--- src/rtl/alu_exec_unit.sv ---
// alu_exec_unit: execute-stage ALU with valid/ready handshake on both sides.
// Non-shift operations finish in one cycle. Shifts run serially, one bit per
// cycle, unless ALU_FAST_SHIFT_EN is defined. In that case a barrel shifter
// makes every operation single-cycle and the SHIFT state disappears.
module alu_exec_unit #(
   parameter int WIDTH   = 32,
   parameter int SHAMT_W = 5
) (
   input  logic               clk,
   input  logic               rst,
   input  logic               in_valid,
   output logic               in_ready,
   input  logic [3:0]         alu_ctrl,
   input  logic [WIDTH-1:0]   op_a,
   input  logic [WIDTH-1:0]   op_b,
   output logic               out_valid,
   input  logic               out_ready,
   output logic [WIDTH-1:0]   result,
   output logic               zero,
   output logic               busy
);

   // Operation codes from the ALU control decoder ({funct7[5], funct3} style)
   localparam logic [3:0] ALU_ADD  = 4'b0000;
   localparam logic [3:0] ALU_SUB  = 4'b1000;
   localparam logic [3:0] ALU_SLL  = 4'b0001;
   localparam logic [3:0] ALU_SLT  = 4'b0010;
   localparam logic [3:0] ALU_SLTU = 4'b0011;
   localparam logic [3:0] ALU_XOR  = 4'b0100;
   localparam logic [3:0] ALU_SRL  = 4'b0101;
   localparam logic [3:0] ALU_SRA  = 4'b1101;
   localparam logic [3:0] ALU_OR   = 4'b0110;
   localparam logic [3:0] ALU_AND  = 4'b0111;

   typedef enum logic [1:0] {
      S_IDLE  = 2'd0,
      S_SHIFT = 2'd1,
      S_DONE  = 2'd2
   } state_t;

   state_t               state;
   logic                 accept;
   logic [SHAMT_W-1:0]   shamt;
   logic [WIDTH-1:0]     start_result;

   // Single-cycle result for an operation accepted this cycle. In the serial
   // build the shift cases return op_a, which is the correct shamt==0 result;
   // nonzero shift amounts are diverted into the SHIFT state instead.
   function automatic logic [WIDTH-1:0] alu_comb(input logic [3:0] ctrl,
                                                 input logic [WIDTH-1:0] a,
                                                 input logic [WIDTH-1:0] b,
                                                 input logic [SHAMT_W-1:0] sh);
      logic [WIDTH-1:0] r;
      r = '0;
      case (ctrl)
         ALU_ADD:  r = a + b;
         ALU_SUB:  r = a - b;
         ALU_SLT:  r = {{(WIDTH-1){1'b0}}, ($signed(a) < $signed(b))};
         ALU_SLTU: r = {{(WIDTH-1){1'b0}}, (a < b)};
         ALU_XOR:  r = a ^ b;
         ALU_OR:   r = a | b;
         ALU_AND:  r = a & b;
`ifdef ALU_FAST_SHIFT_EN
         ALU_SLL:  r = a << sh;
         ALU_SRL:  r = a >> sh;
         ALU_SRA:  r = $unsigned($signed(a) >>> sh);
`else
         ALU_SLL,
         ALU_SRL,
         ALU_SRA:  r = (sh == '0) ? a : '0;
`endif
         default:  r = '0;
      endcase
      return r;
   endfunction

`ifndef ALU_FAST_SHIFT_EN
   logic [WIDTH-1:0]     shift_reg;
   logic [3:0]           shift_op;
   logic [SHAMT_W-1:0]   count;
   logic [WIDTH-1:0]     shift_step;
   logic                 start_serial;

   // One-bit shift of the working value; SRA replicates the sign bit
   function automatic logic [WIDTH-1:0] shift1(input logic [3:0] ctrl,
                                               input logic [WIDTH-1:0] v);
      logic [WIDTH-1:0] r;
      case (ctrl)
         ALU_SLL: r = {v[WIDTH-2:0], 1'b0};
         ALU_SRL: r = {1'b0, v[WIDTH-1:1]};
         default: r = {v[WIDTH-1], v[WIDTH-1:1]};
      endcase
      return r;
   endfunction
`endif

   assign in_ready = (state == S_IDLE) || ((state == S_DONE) && out_ready);
   assign accept   = in_valid && in_ready;
   assign shamt    = op_b[SHAMT_W-1:0];

   // Result computation and serial-start decision for the current input
   always_comb begin
      start_result = alu_comb(alu_ctrl, op_a, op_b, shamt);
`ifndef ALU_FAST_SHIFT_EN
      start_serial = ((alu_ctrl == ALU_SLL) || (alu_ctrl == ALU_SRL) ||
                      (alu_ctrl == ALU_SRA)) && (shamt != '0);
      shift_step   = shift1(shift_op, shift_reg);
`endif
   end

`ifdef ALU_FAST_SHIFT_EN
   assign busy = 1'b0;
`endif

   // Control FSM with registered outputs; result only changes when a new
   // result is actually produced, so it stays stable while held in DONE.
   always_ff @(posedge clk or posedge rst) begin
      if (rst) begin
         state     <= S_IDLE;
         out_valid <= 1'b0;
         result    <= '0;
         zero      <= 1'b1;
`ifndef ALU_FAST_SHIFT_EN
         busy      <= 1'b0;
         shift_reg <= '0;
         shift_op  <= '0;
         count     <= '0;
`endif
      end else begin
         case (state)
`ifndef ALU_FAST_SHIFT_EN
            S_SHIFT: begin
               if (count == SHAMT_W'(1)) begin
                  result    <= shift_step;
                  zero      <= (shift_step == '0);
                  out_valid <= 1'b1;
                  busy      <= 1'b0;
                  state     <= S_DONE;
               end else begin
                  shift_reg <= shift_step;
                  count     <= count - SHAMT_W'(1);
               end
            end
`endif
            default: begin
               // IDLE and DONE behave identically on an accept
               if (accept) begin
`ifndef ALU_FAST_SHIFT_EN
                  if (start_serial) begin
                     shift_reg <= op_a;
                     shift_op  <= alu_ctrl;
                     count     <= shamt;
                     busy      <= 1'b1;
                     out_valid <= 1'b0;
                     state     <= S_SHIFT;
                  end else
`endif
                  begin
                     result    <= start_result;
                     zero      <= (start_result == '0);
                     out_valid <= 1'b1;
                     state     <= S_DONE;
                  end
               end else if ((state == S_DONE) && out_ready) begin
                  out_valid <= 1'b0;
                  state     <= S_IDLE;
               end
            end
         endcase
      end
   end

endmodule

--- config.mk ---
export PLATFORM = sky130hd
export DESIGN_NAME = alu_exec_unit
export DESIGN_NICKNAME = d
export VERILOG_FILES = /design/src/rtl/alu_exec_unit.sv
export SDC_FILE = /design/constraint.sdc
export NUM_CORES = 1
export LEC_CHECK = 0
export ABC_AREA = 1
export BUFFER_PORTS_ARGS = -buffer_cell sky130_fd_sc_hd__clkbuf_2
export CORE_AREA = 2 2 143 145
export DETAILED_ROUTE_END_ITERATION = 7
export DIE_AREA = 0 0 145 147
export GPL_ROUTABILITY_DRIVEN = 0
export GPL_TIMING_DRIVEN = 0
export PLACE_DENSITY_LB_ADDON = 0.2
export SYNTH_ARGS = -nofsm -noshare
export SYNTH_HDL_FRONTEND = slang
export SYNTH_SLANG_ARGS = --single-unit
--- constraint.sdc ---
create_clock -name clk -period 3.5 [get_ports clk]
set_input_delay 0.175 -clock clk [delete_from_list [all_inputs] [get_ports clk]]
set_output_delay 0.175 -clock clk [all_outputs]
set_load 0.005 [all_outputs]
* Yosys cells after proc, flatten, opt, wreduce, memory -nomap -nowiden
Cells that the tools add are included.
** Storage, ports and cells
- Register bits :: 78
- Bits of input ports :: 72
- Output and inout port bits :: 36
** Cells by class
- Add/subtract/negate cells :: 3
- Order comparisons :: 2
- Equal/unequal tests :: 17
- Multiplexer cells :: 33
- Bitwise logic cells :: 4
- Reductions and logical operators :: 21
** Operators with widths (number)
- two-way mux 32 bit :: 9
- case mux 32 bit (8 select lines) :: 1
- zero test 32 bit :: 2
- < comparator 32 bit :: 2
- case mux 32 bit (2 select lines) :: 1
- adder 32 bit :: 1
- bitwise AND 32 bit :: 1
- OR 32 bit :: 1
- subtractor 32 bit :: 1
- XOR 32 bit :: 1
- == test 4 x 3 -> 1 bit (second input constant) :: 5
- two-way mux 5 bit :: 4
- two-way mux 1 bit :: 13
- AND reduction 3 bit :: 4
- two-way mux 2 bit :: 5
- == test 4 x 1 -> 1 bit (second input constant) :: 2
- == test 4 x 2 -> 1 bit (second input constant) :: 2
- == test 4 bit (second input constant) :: 2
- == test 5 x 1 -> 1 bit (second input constant) :: 1
- zero test 5 bit :: 1
- nonzero test 5 bit :: 1
- subtractor 5 x 1 -> 5 bit (second input constant) :: 1
- zero test 4 bit :: 1
- != test 2 bit (second input constant) :: 2
- 11 further kinds :: 16

* Longest topological paths before layout
- Word-level depth :: 7
- Mapped depth :: 22
- Gate-level depth less buffers :: 21

* Worst setup path before layout
OpenSTA, ideal clock, no wires.
- Path kind :: input to register
- From :: input port op_a[0]
- To :: register zero
- Library setup time :: 0.073 ns
- Arrival time :: 1.985 ns
- Required time :: 3.427 ns
- Setup slack :: 1.442 ns
- Stages on the path :: 19
- Path through :: inv_1 -> ha_1 -> inv_1 -> fa_1 -> nand2_1 -> nand2_1 -> nand3_1 -> nand2_1 -> nand2_1 -> nand3_1 -> nand2_1 -> nand3_1 -> nand3_1 -> nand3_1 -> nor2_1 -> nand2_1 -> nor2_1 -> nand3_1 -> a21oi_1
** Between the ends
- Word-level cells in the longest chain between the ends :: 6
** Ends and longest elaborated chain
- start: declaration :: RTL line 14 : input logic [WIDTH-1:0] op_a,
- subtractor 32 bit (tied with other cells) :: RTL line 57 : ALU_SUB: r = a - b;
- case mux 32 bit (8 select lines) (*) :: RTL line 55 : case (ctrl)
- zero test 32 bit (*) :: RTL line 160 : zero <= (start_result == '0);
- two-way mux 1 bit (*) :: RTL line 149 : if (start_serial) begin
- two-way mux 1 bit (*) :: RTL line 147 : if (accept) begin
- two-way mux 1 bit (*) :: RTL line 130 : case (state)
- end signal: assignment :: RTL line 135 : zero <= (shift_step == '0);
- end signal: assignment :: RTL line 160
- end: declaration :: RTL line 19 : output logic zero,
Every way passes the cells marked *; elsewhere a longest branch is shown, timed or not. The select of a mux whose other input is x is not followed.
A chain may end at the register's enable or synchronous reset.

* Final worst setup path
- From :: input port op_a[12]
- To :: register zero
Same word-level chain as after synthesis.

==> flow_metrics.py <==
metrics = {
    "routing": {
        "drc": 0,
        "first_pass_iters": 6,
        "wirelength_um": 40100,
        "via_per_inst": 5.74,
        "drt_iter0_markers": 1927,
        "vias": 13000,
        "wl_per_cell_um": 17.7,
        "antenna_left": 0,
    },
    "yosys": {
        "synth-main-ff-cell": "dfrtp_1",
        "synth_seq_area_share_pct": 18.0,
        "synth_common_cells": "nand2_1 (557), inv_1 (329), nor2_1 (210)",
        "synth.top_cell.area_share_pct": 19.5,
        "synth_enable_flop_cells": 0,
        "syn_nets": 2054,
        "yosys_warnings": 0,
        "synth_largest_area_cell": "nand2_1",
        "synth_cell_type_count": 41,
        "syn_area_um2": 10700,
        "synth_area_leaders": "nand2_1 (20%), dfrtp_1 (18%), ha_1 (12%)",
        "synth-async-reset-ratio_pct": 100,
        "syn_inst": 1875,
        "avgSynthCellArea_um2": 5.71,
        "post-synth-top-count-cell": "nand2_1",
        "ys_seq_elements": 77,
    },
    "clock_network": {
        "ctsHoldBuffers": 1,
        "h-tree-depth": 3,
        "root_buffer": "clkbuf_16",
        "clockBufferDepth": 2,
        "cts_buffers": 9,
        "cts_setup_buffers": 0,
        "cts_sinks": 77,
        "cts_resized": 0,
        "tritoncts": "done",
        "clk_latency_ns": 0.34,
        "clkTransAtPathRegs_ns": 0.06,
    },
    "floorplanning": {
        "pin_count": 108,
        "num_rows": 52,
        "dieArea_um2": 21300,
        "core_um2": 19800,
        "initial_utilization_pct": 54.0,
        "die_h_um": 147,
        "dieWidth_um": 145,
    },
    "cells_and_area": {
        "syn_to_final_growth_pct": 11.3,
        "fill_cells": 2028,
        "fin_util_pct": 60.1,
        "drive_above_1_share_pct": 10.5,
        "nets": 2174,
    },
    "worst_setup_path": {
        "critical_path.endpoint_type": "register",
        "crit_type": "in2reg",
        "start_kind": "input pin",
        "rr_worst_depth": 9,
        "required_ns": 3.76,
        "crit_arrival_ns": 2.86,
        "worst-path-max-fanout": 7,
    },
    "grt": {
        "grt_start_max_net_pins": 63,
        "grtUsageTotal_pct": 37.0,
        "grt_pass1_wl_um": 62300,
        "grt_pass1_vias": 11900,
        "antenna_found_initial": 2,
        "overflow": 0,
    },
    "placement": {
        "portBuffers": 107,
        "dp_hpwl_um": 32700,
        "pre_cts_slack_ns": 0.699,
    },
    "min_path": {
        "hp-class": "in2reg",
        "hold_path_depth": 3,
    },
    "power_and_ir_drop": {
        "leakage_nw": 6.77,
        "powerDensity_nw_per_um2": 450,
        "ir_drop_mv": 0.267,
    },
    "timing": {
        "finalWorstSetupSlack_ns": 0.907,
        "fin_setup_tns_ns": 0,
        "clock.fmax_mhz": 386,
        "finClkSkew_ns": 0.00742,
        "setup_viol": 0,
        "slew_headroom_pct": 54.0,
        "min_period_over_period_pct": 74.1,
        "final_max_slew_viol_count": 0,
        "finalCriticalPeriod_ns": 2.59,
        "rsz0062_at_grt": "no",
        "finalHoldViolCount": 0,
        "worst_pin_slew_ns": 0.689,
    },
    "flow_run": {
        "maxCapViolations": 0,
    },
    "status": {
        "outcome": "complete, no violations",
    },
}
report_power, final:
| part | total (W) | switching (W) | leakage [nW] | internal (W) |
|---|---|---|---|---|
| sequential | 0.00156 | 0.000249 | 0.920 | 0.00131 |
| clock | 0.000950 | 0.000347 | 0.148 | 0.000603 |
| combinational | 0.00286 | 0.00192 | 5.70 | 0.000945 |
logic make-up after synthesis:
kind of cell | count (synthesis) | share of synthesized area (%)
DFF | 77 | 18.0
buffers and inverters | 405 | 15.3
AOI/OAI and AO/OA | 282 | 15.1
and+or+nand+nor | 1001 | 38.8
adders and majority gates | 107 | 12.6
xor gates and xnor gates | 3 | 0.245
cell type report:
type	count	area, µm²	share of cell area, %
repair buffers	109	573	4.80
clock inverters	1	30.0	0.252
clock buffers	13	270	2.27
well taps	270	338	2.83
diodes	1	2.50	0.0210
flip-flops and latches	77	1930	16.2
multi-input cells	1393	7150	59.9
plain buffers	68	370	3.10
inverters	337	1270	10.6
per-stage QoR:
step	std cells	instance area (µm²)	total power (W)	hold slack [ns]
after floorplan	1875	10700	0.00334	0.296
after global placement	2252	11600	0.00424	0.461
after detailed placement	2253	11600	0.00431	0.120
after CTS	2268	11900	0.00528	0.150
after global routing	2268	11900	0.00576	0.181
final	2269	11900	0.00537	0.153
layer usage:
layer,vias up,GRT usage (%),share of wire (%)
li1,6167,-,-
met1,5853,48.3,39
met2,870,58.9,43
met3,137,7.64,13
met4,2,17.6,4.7
met5,-,0,0.027
layout by cell type, fill, tap and decap left out, types with 4 or more instances in the layout:
cell       Yosys  layout
buf_2         31      31
ha_1         105     105
clkbuf_2       1     108
a221oi_1      16      16
clkbuf_16      0       9
buf_6          4       4
o22ai_1       36      36
clkbuf_1      14      15
a31oi_1       37      37
nand3_1      160     160
o211ai_1       4       4
o21ai_0      126     126
inv_2          5       5
nor3_1        12      12
nor2_2         7       7
nor2_1       210     210
or2_2         15      15
inv_1        329     328
nand4_1       19      19
a21oi_1       47      47
buf_1          6       6
o21bai_1       9       9
dfrtp_1       76      76
nand3b_1       4       4
nand2_2        4       4
buf_4         12      12
nand2_1      557     557
worst max-delay path, cell delays in order:
cell	delay [ns]
clkbuf_2	0.11
inv_1	0.12
ha_1	0.47
nand2_1	0.16
inv_1	0.10
nand2_1	0.14
nor3_2	0.13
nand2_1	0.12
nand2_1	0.20
nand2_1	0.07
nand3_1	0.08
nand2_1	0.11
nor2_1	0.12
nand2_1	0.06
nor2_1	0.18
nand3_1	0.14
nor2_1	0.10
nand3_1	0.11
a21oi_1	0.15
worst paths after layout:
path | startpoint | end | slack (ns)
worst min register to register | result[24] | result[24] | 0.48
max in group asynchronous | rst | zero | 2.59
worst min-delay path | op_a[26] | shift_reg[26] | 0.15
worst max-delay path | op_a[12] | zero | 0.91
worst max register to register | out_valid | result[25] | 0.92
min in group asynchronous | rst | result[23] | 0.31
Note: power is estimated with default switching activity, not from simulation.
